$ cat src/rtl/mem_test_pkg.sv
// Shared types, widths and helpers for the memory burst tester.
package mem_test_pkg;

  localparam int unsigned LANE_BITS    = 32;
  localparam int unsigned ROUND_BITS   = 8;
  localparam int unsigned ERR_CNT_BITS = 16;
  localparam int unsigned IDX_BITS     = 16;
  localparam int unsigned LEN_BITS     = 10;

  typedef enum logic [2:0] {
    ST_IDLE,
    ST_WRITE,
    ST_READ,
    ST_CHECK,
    ST_NEXT
  } state_t;

  // Saturating add for the error counter; it must stick at all-ones.
  function automatic logic [ERR_CNT_BITS-1:0] sat_add(
    input logic [ERR_CNT_BITS-1:0] a,
    input logic [ERR_CNT_BITS-1:0] b
  );
    logic [ERR_CNT_BITS:0] s;
    s = {1'b0, a} + {1'b0, b};
    return s[ERR_CNT_BITS] ? '1 : s[ERR_CNT_BITS-1:0];
  endfunction

endpackage

$ cat src/rtl/mem_burst_tester_if.sv
// Request/data bus between the tester (master) and the burst controller (slave).
interface mem_burst_tester_if #(
  parameter int unsigned MEM_DATA_BITS = 64,
  parameter int unsigned ADDR_BITS     = 24
);
  logic                     wr_burst_req;
  logic [9:0]               wr_burst_len;
  logic [ADDR_BITS-1:0]     wr_burst_addr;
  logic                     wr_burst_data_req;
  logic [MEM_DATA_BITS-1:0] wr_burst_data;
  logic                     wr_burst_finish;
  logic                     rd_burst_req;
  logic [9:0]               rd_burst_len;
  logic [ADDR_BITS-1:0]     rd_burst_addr;
  logic                     rd_burst_data_valid;
  logic [MEM_DATA_BITS-1:0] rd_burst_data;
  logic                     rd_burst_finish;

  modport master (
    output wr_burst_req, wr_burst_len, wr_burst_addr, wr_burst_data,
    output rd_burst_req, rd_burst_len, rd_burst_addr,
    input  wr_burst_data_req, wr_burst_finish,
    input  rd_burst_data_valid, rd_burst_data, rd_burst_finish
  );

  modport slave (
    input  wr_burst_req, wr_burst_len, wr_burst_addr, wr_burst_data,
    input  rd_burst_req, rd_burst_len, rd_burst_addr,
    output wr_burst_data_req, wr_burst_finish,
    output rd_burst_data_valid, rd_burst_data, rd_burst_finish
  );
endinterface

$ cat src/rtl/mem_pattern_gen.sv
// Combinational test pattern: each 32-bit lane is {round, (addr + beat) mod 2^24}.
module mem_pattern_gen
  import mem_test_pkg::*;
#(
  parameter int unsigned MEM_DATA_BITS = 64,
  parameter int unsigned ADDR_BITS     = 24
) (
  input  logic [ADDR_BITS-1:0]     a,
  input  logic [ROUND_BITS-1:0]    r,
  input  logic [IDX_BITS-1:0]      k,
  output logic [MEM_DATA_BITS-1:0] word
);

  logic [23:0] lane_addr;

  // Build one lane and replicate it across the data word.
  always_comb begin
    lane_addr = 24'(a) + 24'(k);
    word      = {(MEM_DATA_BITS / LANE_BITS){r, lane_addr}};
  end

endmodule

$ cat src/rtl/mem_burst_tester.sv
// Write/read-back traffic generator and checker for the DDR burst controller.
module mem_burst_tester
  import mem_test_pkg::*;
#(
  parameter int unsigned MEM_DATA_BITS = 64,
  parameter int unsigned ADDR_BITS     = 24,
  parameter int unsigned BURST_LEN     = 128
) (
  input  logic                    mem_clk,
  input  logic                    rst,
  input  logic                    calib_done,
  input  logic                    test_en,
  mem_burst_tester_if.master      bus,
  output logic                    busy,
  output logic                    error,
  output logic [ERR_CNT_BITS-1:0] error_cnt,
  output logic [31:0]             pass_cnt
);

  localparam logic [IDX_BITS-1:0]  BL_IDX  = IDX_BITS'(BURST_LEN);
  localparam logic [ADDR_BITS-1:0] BL_ADDR = ADDR_BITS'(BURST_LEN);

  state_t                   state, state_nxt;
  logic                     run;
  logic [ADDR_BITS-1:0]     burst_addr, addr_nxt;
  logic [ROUND_BITS-1:0]    round;
  logic [IDX_BITS-1:0]      wr_idx, rd_idx, len_diff;
  logic [MEM_DATA_BITS-1:0] wr_pat, rd_pat, wr_data;
  logic                     beat_err;

  assign run      = calib_done & test_en;
  assign addr_nxt = burst_addr + BL_ADDR;

  assign bus.wr_burst_len  = LEN_BITS'(BURST_LEN);
  assign bus.rd_burst_len  = LEN_BITS'(BURST_LEN);
  assign bus.wr_burst_addr = burst_addr;
  assign bus.rd_burst_addr = burst_addr;
  assign bus.wr_burst_data = wr_data;

  mem_pattern_gen #(.MEM_DATA_BITS(MEM_DATA_BITS), .ADDR_BITS(ADDR_BITS)) u_wr_pat (
    .a(burst_addr), .r(round), .k(wr_idx), .word(wr_pat)
  );

  mem_pattern_gen #(.MEM_DATA_BITS(MEM_DATA_BITS), .ADDR_BITS(ADDR_BITS)) u_rd_pat (
    .a(burst_addr), .r(round), .k(rd_idx), .word(rd_pat)
  );

  // State register.
  always_ff @(posedge mem_clk or posedge rst) begin
    if (rst) state <= ST_IDLE;
    else     state <= state_nxt;
  end

  // Next-state logic; enables are only sampled in IDLE and NEXT so a pair always completes.
  always_comb begin
    state_nxt = state;
    unique case (state)
      ST_IDLE:  if (run) state_nxt = ST_WRITE;
      ST_WRITE: if (bus.wr_burst_finish) state_nxt = ST_READ;
      ST_READ:  if (bus.rd_burst_finish) state_nxt = ST_CHECK;
      ST_CHECK: state_nxt = ST_NEXT;
      ST_NEXT:  state_nxt = run ? ST_WRITE : ST_IDLE;
      default:  state_nxt = ST_IDLE;
    endcase
  end

  // Requests decode the registered state, so they drop on the edge that samples finish.
  always_comb begin
    bus.wr_burst_req = (state == ST_WRITE);
    bus.rd_burst_req = (state == ST_READ);
    busy             = (state != ST_IDLE);
  end

  // Write data: one registered pattern word per controller data request.
  always_ff @(posedge mem_clk or posedge rst) begin
    if (rst) begin
      wr_idx  <= '0;
      wr_data <= '0;
    end else if (state == ST_WRITE) begin
      if (bus.wr_burst_data_req) begin
        wr_data <= wr_pat;
        wr_idx  <= wr_idx + 1'b1;
      end
    end else begin
      wr_idx <= '0;
    end
  end

  // Distance between received beat count and the burst length.
  always_comb begin
    if (rd_idx > BL_IDX) len_diff = rd_idx - BL_IDX;
    else                 len_diff = BL_IDX - rd_idx;
  end

  assign beat_err = (state == ST_READ) && bus.rd_burst_data_valid &&
                    ((rd_idx >= BL_IDX) || (bus.rd_burst_data != rd_pat));

  // Read-back checking, beat-count check and progress counters.
  always_ff @(posedge mem_clk or posedge rst) begin
    if (rst) begin
      rd_idx    <= '0;
      error     <= 1'b0;
      error_cnt <= '0;
      pass_cnt  <= '0;
    end else begin
      if (state == ST_WRITE)
        rd_idx <= '0;
      else if ((state == ST_READ) && bus.rd_burst_data_valid && (rd_idx != '1))
        rd_idx <= rd_idx + 1'b1;

      if (beat_err) begin
        error     <= 1'b1;
        error_cnt <= sat_add(error_cnt, ERR_CNT_BITS'(1));
      end

      if (state == ST_CHECK) begin
        pass_cnt <= pass_cnt + 32'd1;
        if (rd_idx != BL_IDX) begin
          error     <= 1'b1;
          error_cnt <= sat_add(error_cnt, len_diff);
        end
      end
    end
  end

  // Burst address advance; the round tag bumps when the address space wraps.
  always_ff @(posedge mem_clk or posedge rst) begin
    if (rst) begin
      burst_addr <= '0;
      round      <= '0;
    end else if (state == ST_NEXT) begin
      burst_addr <= addr_nxt;
      if (addr_nxt == '0) round <= round + 1'b1;
    end
  end

endmodule

$ cat src/flat_wrapper.sv
// flat-port wrapper written by rule: the top's interface ports become plain ports
module mem_burst_tester_flat import mem_test_pkg::*;
#(
  parameter int unsigned MEM_DATA_BITS = 64,
  parameter int unsigned ADDR_BITS     = 24,
  parameter int unsigned BURST_LEN     = 128
)
  (mem_clk, rst, calib_done, test_en, busy, error, error_cnt, pass_cnt, bus_wr_burst_req, bus_wr_burst_len, bus_wr_burst_addr, bus_wr_burst_data, bus_rd_burst_req, bus_rd_burst_len, bus_rd_burst_addr, bus_wr_burst_data_req, bus_wr_burst_finish, bus_rd_burst_data_valid, bus_rd_burst_data, bus_rd_burst_finish);
  mem_burst_tester_if #(.MEM_DATA_BITS(MEM_DATA_BITS), .ADDR_BITS(ADDR_BITS)) bus_i ();
  input  logic mem_clk;
  input  logic rst;
  input  logic calib_done;
  input  logic test_en;
  output logic busy;
  output logic error;
  output logic [ERR_CNT_BITS-1:0] error_cnt;
  output logic [31:0] pass_cnt;
  output wire logic [$bits(bus_i.wr_burst_req)-1:0] bus_wr_burst_req;
  output wire logic [$bits(bus_i.wr_burst_len)-1:0] bus_wr_burst_len;
  output wire logic [$bits(bus_i.wr_burst_addr)-1:0] bus_wr_burst_addr;
  output wire logic [$bits(bus_i.wr_burst_data)-1:0] bus_wr_burst_data;
  output wire logic [$bits(bus_i.rd_burst_req)-1:0] bus_rd_burst_req;
  output wire logic [$bits(bus_i.rd_burst_len)-1:0] bus_rd_burst_len;
  output wire logic [$bits(bus_i.rd_burst_addr)-1:0] bus_rd_burst_addr;
  input wire logic [$bits(bus_i.wr_burst_data_req)-1:0] bus_wr_burst_data_req;
  input wire logic [$bits(bus_i.wr_burst_finish)-1:0] bus_wr_burst_finish;
  input wire logic [$bits(bus_i.rd_burst_data_valid)-1:0] bus_rd_burst_data_valid;
  input wire logic [$bits(bus_i.rd_burst_data)-1:0] bus_rd_burst_data;
  input wire logic [$bits(bus_i.rd_burst_finish)-1:0] bus_rd_burst_finish;
  assign bus_wr_burst_req = bus_i.wr_burst_req;
  assign bus_wr_burst_len = bus_i.wr_burst_len;
  assign bus_wr_burst_addr = bus_i.wr_burst_addr;
  assign bus_wr_burst_data = bus_i.wr_burst_data;
  assign bus_rd_burst_req = bus_i.rd_burst_req;
  assign bus_rd_burst_len = bus_i.rd_burst_len;
  assign bus_rd_burst_addr = bus_i.rd_burst_addr;
  assign bus_i.wr_burst_data_req = bus_wr_burst_data_req;
  assign bus_i.wr_burst_finish = bus_wr_burst_finish;
  assign bus_i.rd_burst_data_valid = bus_rd_burst_data_valid;
  assign bus_i.rd_burst_data = bus_rd_burst_data;
  assign bus_i.rd_burst_finish = bus_rd_burst_finish;
  mem_burst_tester #(.MEM_DATA_BITS(MEM_DATA_BITS), .ADDR_BITS(ADDR_BITS), .BURST_LEN(BURST_LEN)) u_core (.mem_clk(mem_clk), .rst(rst), .calib_done(calib_done), .test_en(test_en), .bus(bus_i), .busy(busy), .error(error), .error_cnt(error_cnt), .pass_cnt(pass_cnt));
endmodule
$ cat config.mk
export PLATFORM = sky130hd
export DESIGN_NAME = mem_burst_tester_flat
export DESIGN_NICKNAME = d
export VERILOG_FILES = /design/src/rtl/mem_test_pkg.sv /design/src/rtl/mem_burst_tester_if.sv /design/src/rtl/mem_pattern_gen.sv /design/src/rtl/mem_burst_tester.sv /design/src/flat_wrapper.sv
export SDC_FILE = /design/constraint.sdc
export NUM_CORES = 1
export LEC_CHECK = 0
export BUFFER_PORTS_ARGS = -buffer_cell sky130_fd_sc_hd__clkbuf_2
export CAP_MARGIN = 20
export CORE_UTILIZATION = 40
export DETAILED_ROUTE_END_ITERATION = 10
export GPL_ROUTABILITY_DRIVEN = 0
export PLACE_DENSITY = 0.7
export SLEW_MARGIN = 20
export SYNTH_ARGS = -nofsm -noshare
export SYNTH_HDL_FRONTEND = slang
export SYNTH_SLANG_ARGS = --single-unit
$ cat constraint.sdc
create_clock -name mem_clk -period 8.9 [get_ports mem_clk]
set_input_delay 0.89 -clock mem_clk [delete_from_list [all_inputs] [get_ports mem_clk]]
set_output_delay 0.89 -clock mem_clk [all_outputs]
set_load 0.01 [all_outputs]
==> flow_summary.toml <==
[run_status]
status = "complete, no violations"

[clock_tree]
clockRootBuffer = "clkbuf_16"
cts_resized = 0
hold_buffers = 0
cts_setup_buffers = 0
cts_tree = "built"
htreeDepth = 4
numCtsBuffers = 17
cts.sinks = 141
clk_pin_slew_ns = 0.06
clockBufferDepth = 2
clkLatencyLatePin_ns = 0.43

[logic_synthesis]
ys_warn_count = 0
synth_edf_count = 0
synthXorXnorAreaFrac = 0.134
syn_area_sq_um = 10100
synth_compound_area_frac = 0.119
async_flop_share = 1.00
yosysTopAreaCell = "dfrtp_1"
synthTopCellsByCount = "dfrtp_1, nand2_1, nor2_1"
synth_top_family_by_area = "simple AND/OR/NAND/NOR gates"
synth_area_leaders = "dfrtp_1, xnor2_1, buf_4"
yosysUniqueCellTypes = 74
synth_fa_ha_area_frac = 0.0627
synth.most_common_cell = "dfrtp_1"
netlist.area_leader.share = 0.348
seq_area_frac_synth = 0.348
synth_seq_cells = 141
synth_ff_type = "dfrtp_1"
netlist_instances = 1149
synth.mux.area_fraction = 0.0291
synth_area_per_cell_sq_um = 8.82
synthSimpleGateAreaFrac = 0.218

[die]
start_util = 0.412
die_area_sq_um = 26000
rows = 57
die_w_um = 161
io_pins = 256
core_area_sq_um = 24600
dieHeight_um = 161

[pwr]
p_int_mw = 1.50
clock_power_share = 0.301
p_comb_frac = 0.358
leakage_nw = 5.59
peakVddDrop_mv = 0.127
power_density_nw_per_um2 = 210
p_sw_frac = 0.383
power.switching_uw = 933
seqPwrFrac = 0.341

[sta]
worstMarginPinSlew_ns = 0.992
rsz0062_at_grt = "no"
final_max_slew_viol_count = 0
max_freq_mhz = 198
maxSlewHeadroom = 0.334
period_share = 0.566
finClkSkew_ns = 0.00961
setup_viol = 0
fin_crit_ns = 5.04
worst_slack_ns = 3.86
hold_violations = 0
setup_tns_ns = 0

[routing]
drcViolationCount = 0
ant_nets = 0
avgRoutedWirePerCell_um = 16.1
viasPerCell = 5.33
detail_route.first_pass.iterations = 5
initialDrtViolationCount = 762
wirelength_um = 26500
vias = 8756

[global_routing]
track_usage = 0.207
grt.overflow.total = 0
first_global_vias = 7935
grt_pass1_wl_um = 42300
antenna_found_initial = 1
grt_max_degree = 74

[place]
dp_slack_ns = 4.09
portBuffers = 221
place_hpwl_um = 20400

[worst_setup_path]
cp.arrival_ns = 5.37
worst_setup_path_start_kind = "flip-flop"
required_ns = 9.23
end_kind = "flip-flop"
crit_type = "reg -> reg"
crit_fanout = 13

[run]
maxCapViolations = 0

[min_path]
holdCritPathClass = "reg -> reg"

[cells_and_area]
fin_nets = 1427
diodes = 0
area_delta_synth_final_pct = 14.7
nFillCells = 2373
drive_above_1_share = 0.219
-- cells in the final DEF (no fill, tap or decap), drive strengths merged, types with 10 or more instances in the layout --
| cell type | synthesis | final |
|---|---|---|
| nand2b | 12 | 12 |
| inv | 31 | 36 |
| o21ai | 46 | 46 |
| and2 | 11 | 11 |
| conb | 2 | 34 |
| nand2 | 114 | 114 |
| ha | 46 | 46 |
| a211oi | 15 | 15 |
| mux2 | 20 | 20 |
| or3 | 16 | 16 |
| clkbuf | 26 | 240 |
| and4 | 10 | 10 |
| nor4 | 16 | 16 |
| xor2 | 60 | 60 |
| nand3 | 45 | 45 |
| dfrtp | 141 | 141 |
| and3 | 30 | 30 |
| nor3 | 26 | 26 |
| a21oi | 37 | 37 |
| nor2 | 114 | 114 |
| xnor2 | 95 | 95 |
| nand4 | 24 | 24 |
-- power groups by stage --
stage,registers [mW],clock network [mW],logic (mW)
after global placement,0.837,0,0.858
after detailed placement,0.841,0,0.868
after CTS,0.829,0.747,0.875
after global routing,0.847,0.778,0.970
final,0.831,0.734,0.873
after floorplan,0.827,0,0.625
-- per-stage QoR --
stage | cell area, sq um | hold slack, ns | util | total power [mW] | cells
CTS | 11600 | 0.468 | 0.473 | 2.45 | 1643
detailed placement | 11000 | 0.461 | 0.448 | 1.71 | 1611
floorplan | 10300 | 0.454 | - | 1.45 | 1181
global placement | 11000 | 0.456 | 0.448 | 1.70 | 1611
global route | 11600 | 0.509 | 0.473 | 2.59 | 1643
finish | 11600 | 0.465 | 0.473 | 2.44 | 1643
-- registers in the layout, indices dropped and copies added (netlist names) --
signal and flops:
u_core.error_cnt 16, u_core.wr_idx 16, u_core.error 1, u_core.bus.rd_burst_addr 17
u_core.bus.wr_burst_data 32, u_core.state 3, u_core.pass_cnt 32, u_core.rd_idx 16
u_core.round 8
-- final timing paths --
| kind | from | to | slack (ns) | depth (start not counted) |
|---|---|---|---|---|
| max | u_core.bus.rd_burst_addr[7]$_DFFE_PP0P_ | u_core.error_cnt[4]$_DFF_PP0_ | 3.86 | 13 |
| min | u_core.pass_cnt[31]$_DFFE_PP0P_ | u_core.pass_cnt[31]$_DFFE_PP0P_ | 0.46 | 1 |
| max reg2reg | u_core.bus.rd_burst_addr[7]$_DFFE_PP0P_ | u_core.error_cnt[4]$_DFF_PP0_ | 3.86 | 13 |
| min reg2reg | u_core.pass_cnt[31]$_DFFE_PP0P_ | u_core.pass_cnt[31]$_DFFE_PP0P_ | 0.46 | 1 |
| max in group asynchronous | rst | u_core.bus.wr_burst_data[59]$_DFFE_PP0P_ | 6.96 | 3 |
| min in group asynchronous | rst | u_core.pass_cnt[30]$_DFFE_PP0P_ | 0.54 | 2 |
-- logic make-up after synthesis --
kind of cell,count (synthesis)
AOI/OAI and AO/OA,179
other,2
muxes,27
xor gates and xnor gates,155
adders and majority gates,49
and+or+nand+nor,445
buffers and inverters,151
DFF,141
-- cell type report --
type / count / area (sq um) / share of cell area
clock buffers: 19 / 443 / 0.0381
clock inverters: 13 / 153 / 0.0131
inverters: 32 / 125 / 0.0108
multi-input cells: 889 / 5840 / 0.502
flip-flops and latches: 141 / 3530 / 0.303
well taps: 324 / 405 / 0.0349
repair buffers: 225 / 1140 / 0.0977
-- worst max-delay path, stage by stage (launching register included) --
cell,delay [ns]
dfrtp_1,0.58
ha_1,0.23
inv_1,0.05
fa_1,0.41
nand2b_1,0.22
a21oi_4,0.24
a31oi_4,0.18
or3_1,0.38
a2111oi_0,0.80
o2111ai_1,0.29
nor4_4,0.61
nor2_1,0.39
nor4bb_1,0.25
nor4_1,0.29
-- routing by layer --
metal / share of wire / GRT usage / vias to the layer above
met4: 0.016 / 0.0673 / 2
met5: 0.00049 / 0 / -
met3: 0.061 / 0.0401 / 27
met1: 0.47 / 0.293 / 4191
met2: 0.45 / 0.317 / 308
li1: - / - / 4228
No activity file was read; power rests on OpenSTA's default activity.
